`src/rtl/pipeline_stall_sequencer_pkg.sv`:
```
// Shared opcodes, FSM state encoding and parameter limits for the IF/ID stall sequencer.
// Optional feature macro used by the top: STALL_PERF_CNT_EN.
package pipeline_stall_sequencer_pkg;

  localparam logic [4:0] OP_HALT     = 5'b10001;
  localparam logic [4:0] OP_LOAD     = 5'b10100;
  localparam logic [2:0] OP_JUMP_PFX = 3'b111;

  typedef logic [2:0] state_t;

  localparam state_t ST_RUN       = 3'd0;
  localparam state_t ST_LD_WAIT   = 3'd1;
  localparam state_t ST_JMP_FLUSH = 3'd2;
  localparam state_t ST_HALT      = 3'd3;
  localparam state_t ST_SKIP      = 3'd4;

  localparam int LD_STALL_MIN  = 1;
  localparam int LD_STALL_MAX  = 7;
  localparam int JMP_FLUSH_MIN = 1;
  localparam int JMP_FLUSH_MAX = 7;

endpackage

```
`src/rtl/stall_event_decode.sv`:
```
// Combinational decode of the ID-stage opcode into the three multi-cycle control events.
module stall_event_decode
  import pipeline_stall_sequencer_pkg::*;
(
  input  logic [23:0] i_ins,
  input  logic        i_ins_valid,
  output logic        o_is_ld,
  output logic        o_is_jmp,
  output logic        o_is_hlt
);

  logic [4:0] w_opcode;
  logic       w_unused_operand;

  assign w_opcode = i_ins[23:19];
  // Operand bits play no part in event classification.
  assign w_unused_operand = ^i_ins[18:0];

  assign o_is_ld  = i_ins_valid && (w_opcode == OP_LOAD);
  assign o_is_jmp = i_ins_valid && (w_opcode[4:2] == OP_JUMP_PFX);
  assign o_is_hlt = i_ins_valid && (w_opcode == OP_HALT);

endmodule

```
`src/rtl/pipeline_stall_sequencer.sv`:
```
// IF/ID front-end sequencer for LOAD, JUMP and HALT stalls/flushes.
// Define STALL_PERF_CNT_EN to add the stall-cycle and jump-count performance counters.
module pipeline_stall_sequencer
  import pipeline_stall_sequencer_pkg::*;
#(
  parameter int LD_STALL_CYCLES  = 1,
  parameter int JMP_FLUSH_CYCLES = 2
) (
  input  logic        i_clk,
  input  logic        i_rst_n,
  input  logic [23:0] i_ins,
  input  logic        i_ins_valid,
  input  logic        i_resume,
  output logic        o_stall,
  output logic        o_stall_pm,
  output logic        o_ifid_flush,
  output logic        o_halted
`ifdef STALL_PERF_CNT_EN
  ,
  output logic [15:0] o_stall_cycles,
  output logic [7:0]  o_jmp_count
`endif
);

  if (LD_STALL_CYCLES < LD_STALL_MIN || LD_STALL_CYCLES > LD_STALL_MAX) begin : g_bad_ld
    $fatal(1, "LD_STALL_CYCLES out of range 1..7");
  end
  if (JMP_FLUSH_CYCLES < JMP_FLUSH_MIN || JMP_FLUSH_CYCLES > JMP_FLUSH_MAX) begin : g_bad_jmp
    $fatal(1, "JMP_FLUSH_CYCLES out of range 1..7");
  end

  localparam logic [2:0] LD_CNT_INIT  = 3'(LD_STALL_CYCLES - 1);
  localparam logic [2:0] JMP_CNT_INIT = 3'(JMP_FLUSH_CYCLES);

  state_t     r_state;
  logic [2:0] r_cnt;
  logic       r_stall_pm;
  state_t     w_next_state;
  logic [2:0] w_next_cnt;
  logic       w_stall;
  logic       w_flush;
  logic       w_halted;
  logic       w_jmp_det;
  logic       w_is_ld;
  logic       w_is_jmp;
  logic       w_is_hlt;

  stall_event_decode u_decode (
    .i_ins       (i_ins),
    .i_ins_valid (i_ins_valid),
    .o_is_ld     (w_is_ld),
    .o_is_jmp    (w_is_jmp),
    .o_is_hlt    (w_is_hlt)
  );

  // Event decode is honoured only in RUN; the detection cycle already stalls.
  always_comb begin
    w_next_state = r_state;
    w_next_cnt   = r_cnt;
    w_stall      = 1'b0;
    w_flush      = 1'b0;
    w_halted     = 1'b0;
    w_jmp_det    = 1'b0;
    case (r_state)
      ST_RUN: begin
        if (w_is_ld) begin
          w_stall = 1'b1;
          if (LD_STALL_CYCLES == 1) begin
            w_next_state = ST_SKIP;
          end else begin
            w_next_state = ST_LD_WAIT;
            w_next_cnt   = LD_CNT_INIT;
          end
        end else if (w_is_jmp) begin
          w_stall      = 1'b1;
          w_jmp_det    = 1'b1;
          w_next_state = ST_JMP_FLUSH;
          w_next_cnt   = JMP_CNT_INIT;
        end else if (w_is_hlt) begin
          w_stall      = 1'b1;
          w_next_state = ST_HALT;
        end
      end
      ST_LD_WAIT: begin
        w_stall    = 1'b1;
        w_next_cnt = r_cnt - 3'd1;
        if (r_cnt == 3'd1) w_next_state = ST_SKIP;
      end
      ST_JMP_FLUSH: begin
        w_stall    = 1'b1;
        w_flush    = 1'b1;
        w_next_cnt = r_cnt - 3'd1;
        if (r_cnt == 3'd1) w_next_state = ST_RUN;
      end
      ST_HALT: begin
        w_stall  = 1'b1;
        w_halted = 1'b1;
        if (i_resume) w_next_state = ST_SKIP;
      end
      ST_SKIP: begin
        w_next_state = ST_RUN;
      end
      default: begin
        w_next_state = ST_RUN;
        w_next_cnt   = 3'd0;
      end
    endcase
  end

  always_ff @(posedge i_clk or negedge i_rst_n) begin
    if (!i_rst_n) begin
      r_state    <= ST_RUN;
      r_cnt      <= 3'd0;
      r_stall_pm <= 1'b0;
    end else begin
      r_state    <= w_next_state;
      r_cnt      <= w_next_cnt;
      r_stall_pm <= w_stall;
    end
  end

  assign o_stall      = w_stall;
  assign o_stall_pm   = r_stall_pm;
  assign o_ifid_flush = w_flush;
  assign o_halted     = w_halted;

`ifdef STALL_PERF_CNT_EN
  logic [15:0] r_stall_cycles;
  logic [7:0]  r_jmp_count;

  // Both counters hold at all-ones rather than wrapping.
  always_ff @(posedge i_clk or negedge i_rst_n) begin
    if (!i_rst_n) begin
      r_stall_cycles <= 16'd0;
      r_jmp_count    <= 8'd0;
    end else begin
      if (w_stall && (r_stall_cycles != 16'hFFFF)) r_stall_cycles <= r_stall_cycles + 16'd1;
      if (w_jmp_det && (r_jmp_count != 8'hFF)) r_jmp_count <= r_jmp_count + 8'd1;
    end
  end

  assign o_stall_cycles = r_stall_cycles;
  assign o_jmp_count    = r_jmp_count;
`endif

endmodule

```
`config.mk`:
```
export PLATFORM = sky130hd
export DESIGN_NAME = pipeline_stall_sequencer
export DESIGN_NICKNAME = d
export VERILOG_FILES = /design/src/rtl/pipeline_stall_sequencer_pkg.sv /design/src/rtl/stall_event_decode.sv /design/src/rtl/pipeline_stall_sequencer.sv
export SDC_FILE = /design/constraint.sdc
export NUM_CORES = 1
export LEC_CHECK = 0
export ABC_AREA = 0
export CORE_UTILIZATION = 37
export DETAILED_ROUTE_END_ITERATION = 16
export PLACE_DENSITY = 0.83
export SYNTH_ARGS = -nofsm -noshare
export SYNTH_HDL_FRONTEND = slang
export SYNTH_HIERARCHICAL = 1
export SYNTH_SLANG_ARGS = --single-unit
export TNS_END_PERCENT = 30
```
`constraint.sdc`:
```
create_clock -name i_clk -period 2.35 [get_ports i_clk]
set_input_delay 0.235 -clock i_clk [delete_from_list [all_inputs] [get_ports i_clk]]
set_output_delay 0.235 -clock i_clk [all_outputs]
set_load 0.005 [all_outputs]
```
==> results.yml <==
outcome:
  status: "finished, final reports clean"
power_and_ir_drop:
  power_switching_w: 0.0001938
  peakVddDrop_v: 0.0003064
  p_leak_nw: 0.2838
  p_sw_frac: 0.3354
  p_int_w: 0.0003840
  p_comb_frac: 0.467
  p_total_w: 0.0005777
  p_per_area_nw_per_um2: 923.5
  clock_power_share: 0.187
  seqPwrFrac: 0.347
sta:
  slew_headroom: 0.7735
  fin_tns_setup_ns: 0
  setup_ws_ns: 0.1550
  worst_pin_slew_ns: 0.3367
  setup_viol: 0
  period_needed_ns: 2.195
  final-hold-violation-count: 0
  final_max_slew_viol_count: 0
  rsz0062_at_grt: "false"
  clock_skew_ns: 0.0001532
  fin_crit_sh: 0.9341
  fmax_mhz: 455.6
clock_network:
  htree_num_levels: 1
  cts.root.buffer_cell: "clkbuf_4"
  cts_made_buffers: 3
  hold_buffers: 0
  clock_sinks: 7
  clkSlewWorstSetupHoldPaths_ns: 0.05
  postCtsSetupBuffers: 0
  ctsResizeCount: 0
  clkLatencyLatePin_ns: 0.25
  clock_tree.buffer_depth: 2
  cts_tree: "built"
setup_path:
  reg2reg_depth: 3
  rr_startpoint: "r_state[2]"
  critPathArrivalTime_ns: 1.96
  critPathKind: "primary input to output pin"
  r2r_setup_slack_ns: 0.87
  r2r_end: "r_cnt[0]"
  end_kind: "output pin"
  cp_max_fo: 2
  setup.worst_path.start_class: "primary input"
  crit_required_ns: 2.12
worst_hold_path:
  hp-class: "primary input to asynchronous set/reset pin"
die:
  row_count: 12
  die_area_um2: 1454
  io_pins: 32
  core_area_um2: 1156
  fp.dieW_um: 38.13
  die_h_um: 38.13
  start_util: 0.4177
placed_design:
  hpwlAfterDp_um: 724.4
  gp_routability_congestion: 0.8276
  port_buffers: 12
  pre_cts_slack_ns: 0.1449
logic_synthesis:
  syn_area_um2: 483.0
  synth_ff_type: "dfrtp_1"
  syn-instance-count: 51
  synth_nets: 81
  ys_warn_count: 6
  synth_cell_types: 29
  synth_edf_count: 0
  synth.top_cell.area_share: 0.3627
  synth_area_leaders: "dfrtp_1 (36%), inv_1 (5.4%), ha_1 (5.2%)"
  ys_seq_area_frac: 0.3627
  yosysTopAreaCell: "dfrtp_1"
  syn_area_per_cell_um2: 9.470
  synth_seq_cells: 7
  synth-async-reset-ratio: 1.000
routing:
  wl_per_cell_um: 11.31
  viasPerCell: 5.125
  drc: 0
  num_vias: 410
  drt_wl_total_um: 905
  drt-pass1-iter-count: 4
  final_antenna_net_count: 0
  drt_iter0_markers: 9
global_route:
  grt_use_total: 0.1607
  antenna_found_initial: 0
  grt_pass1_vias: 382
  grt.overflow.total: 0
  grt_first_pass_wirelength_mm: 1.524
  grt_max_degree: 10
flow_run:
  cap_violations: 0
final_layout:
  antenna_cells: 0
  fill_cells: 108
  drive_gt1_frac: 0.1364
  area_growth_pct: 29.53
  finalNetCount: 97
-- power groups by stage --
| stage | logic [W] | registers (W) | clock network [W] |
|---|---|---|---|
| finish | 0.000270 | 0.000200 | 0.000108 |
| global route | 0.000298 | 0.000205 | 0.000123 |
| CTS | 0.000272 | 0.000201 | 0.000112 |
| detailed placement | 0.000270 | 0.000203 | 0 |
| global placement | 0.000261 | 0.000199 | 0 |
| floorplan | 0.000205 | 0.000182 | 0 |
-- worst max-delay path by stage --
stage	startpoint	endpoint	slack [ns]	cells after the start
final	i_ins[21]	o_stall	0.15	7
after global routing	i_ins[21]	o_stall	0.06	7
after CTS	i_ins[21]	o_stall	0.13	7
after detailed placement	i_ins[21]	o_stall	0.14	7
after global placement	i_ins[21]	o_stall	0.17	7
after floorplan	r_state[2]	r_cnt[0]	0.94	4
-- area by class of cell --
type                       count  area [um^2]  area share
sequential                     7        175.2      0.2800
inverter                       7        26.28     0.04200
multi-input combinational     34        245.2      0.3920
clock buffer                   4        26.28     0.04200
timing repair buffer          14        135.1      0.2160
tap                           14        17.52     0.02800
-- state kept, by name (all words and copies together), names as in the netlist --
name	flops
r_cnt	3
o_stall_pm	1
r_state	3
-- critical path, stage by stage --
cell	delay, ns
clkdlybuf4s50_1	0.48
nand3_1	0.10
nor4_1	0.27
or4_4	0.20
nor2_1	0.03
nor2_1	0.13
clkdlybuf4s50_1	0.52
-- cells by family (layout without fill, tap and decap cells) --
logic type	after synthesis	count (layout)	synth area share
AO/OA/AOI/OAI	10	10	0.1425
XOR/XNOR	2	2	0.03628
adder cells (fa/ha/maj)	2	2	0.05181
buffers and inverters	10	25	0.1295
flip-flops	7	7	0.3627
multiplexers	2	2	0.04404
AND/OR/NAND/NOR	18	18	0.2332
-- metal layers --
metal  vias up  global-route usage  wire (um)
met5         -                   0          0
met2        19              0.2373        422
met1       184              0.1855        415
li1        205                   -          -
met3         2             0.05233         50
met4         0              0.1339         17
-- cell usage in the layout (no fill, tap or decap), types with 2 or more instances in the layout --
| cell | Yosys | routed |
|---|---|---|
| a21oi_1 | 3 | 3 |
| buf_4 | 0 | 2 |
| clkbuf_4 | 0 | 3 |
| clkdlybuf4s50_1 | 0 | 12 |
| dfrtp_1 | 7 | 7 |
| ha_1 | 2 | 2 |
| inv_1 | 7 | 7 |
| nand2_1 | 2 | 2 |
| nor2_1 | 5 | 5 |
| nor3b_1 | 2 | 2 |
-- stage by stage --
step | area, um^2 | hold WS [ns] | util | std cells
after floorplan | 483.0 | -0.06059 | - | 51
after global placement | 599.3 | 0.5175 | 0.5184 | 76
after detailed placement | 599.3 | 0.5262 | 0.5184 | 76
after CTS | 625.6 | 0.2592 | 0.5411 | 80
after global routing | 625.6 | 0.2554 | 0.5411 | 80
final | 625.6 | 0.2531 | 0.5411 | 80
-- Yosys cell counts, types with 2 or more instances --
library cell  n
nand2_1       2
nor3b_1       2
ha_1          2
a21oi_1       3
buf_6         2
nor2_1        5
dfrtp_1       7
inv_1         7
Note: power is estimated with default switching activity, not from simulation.
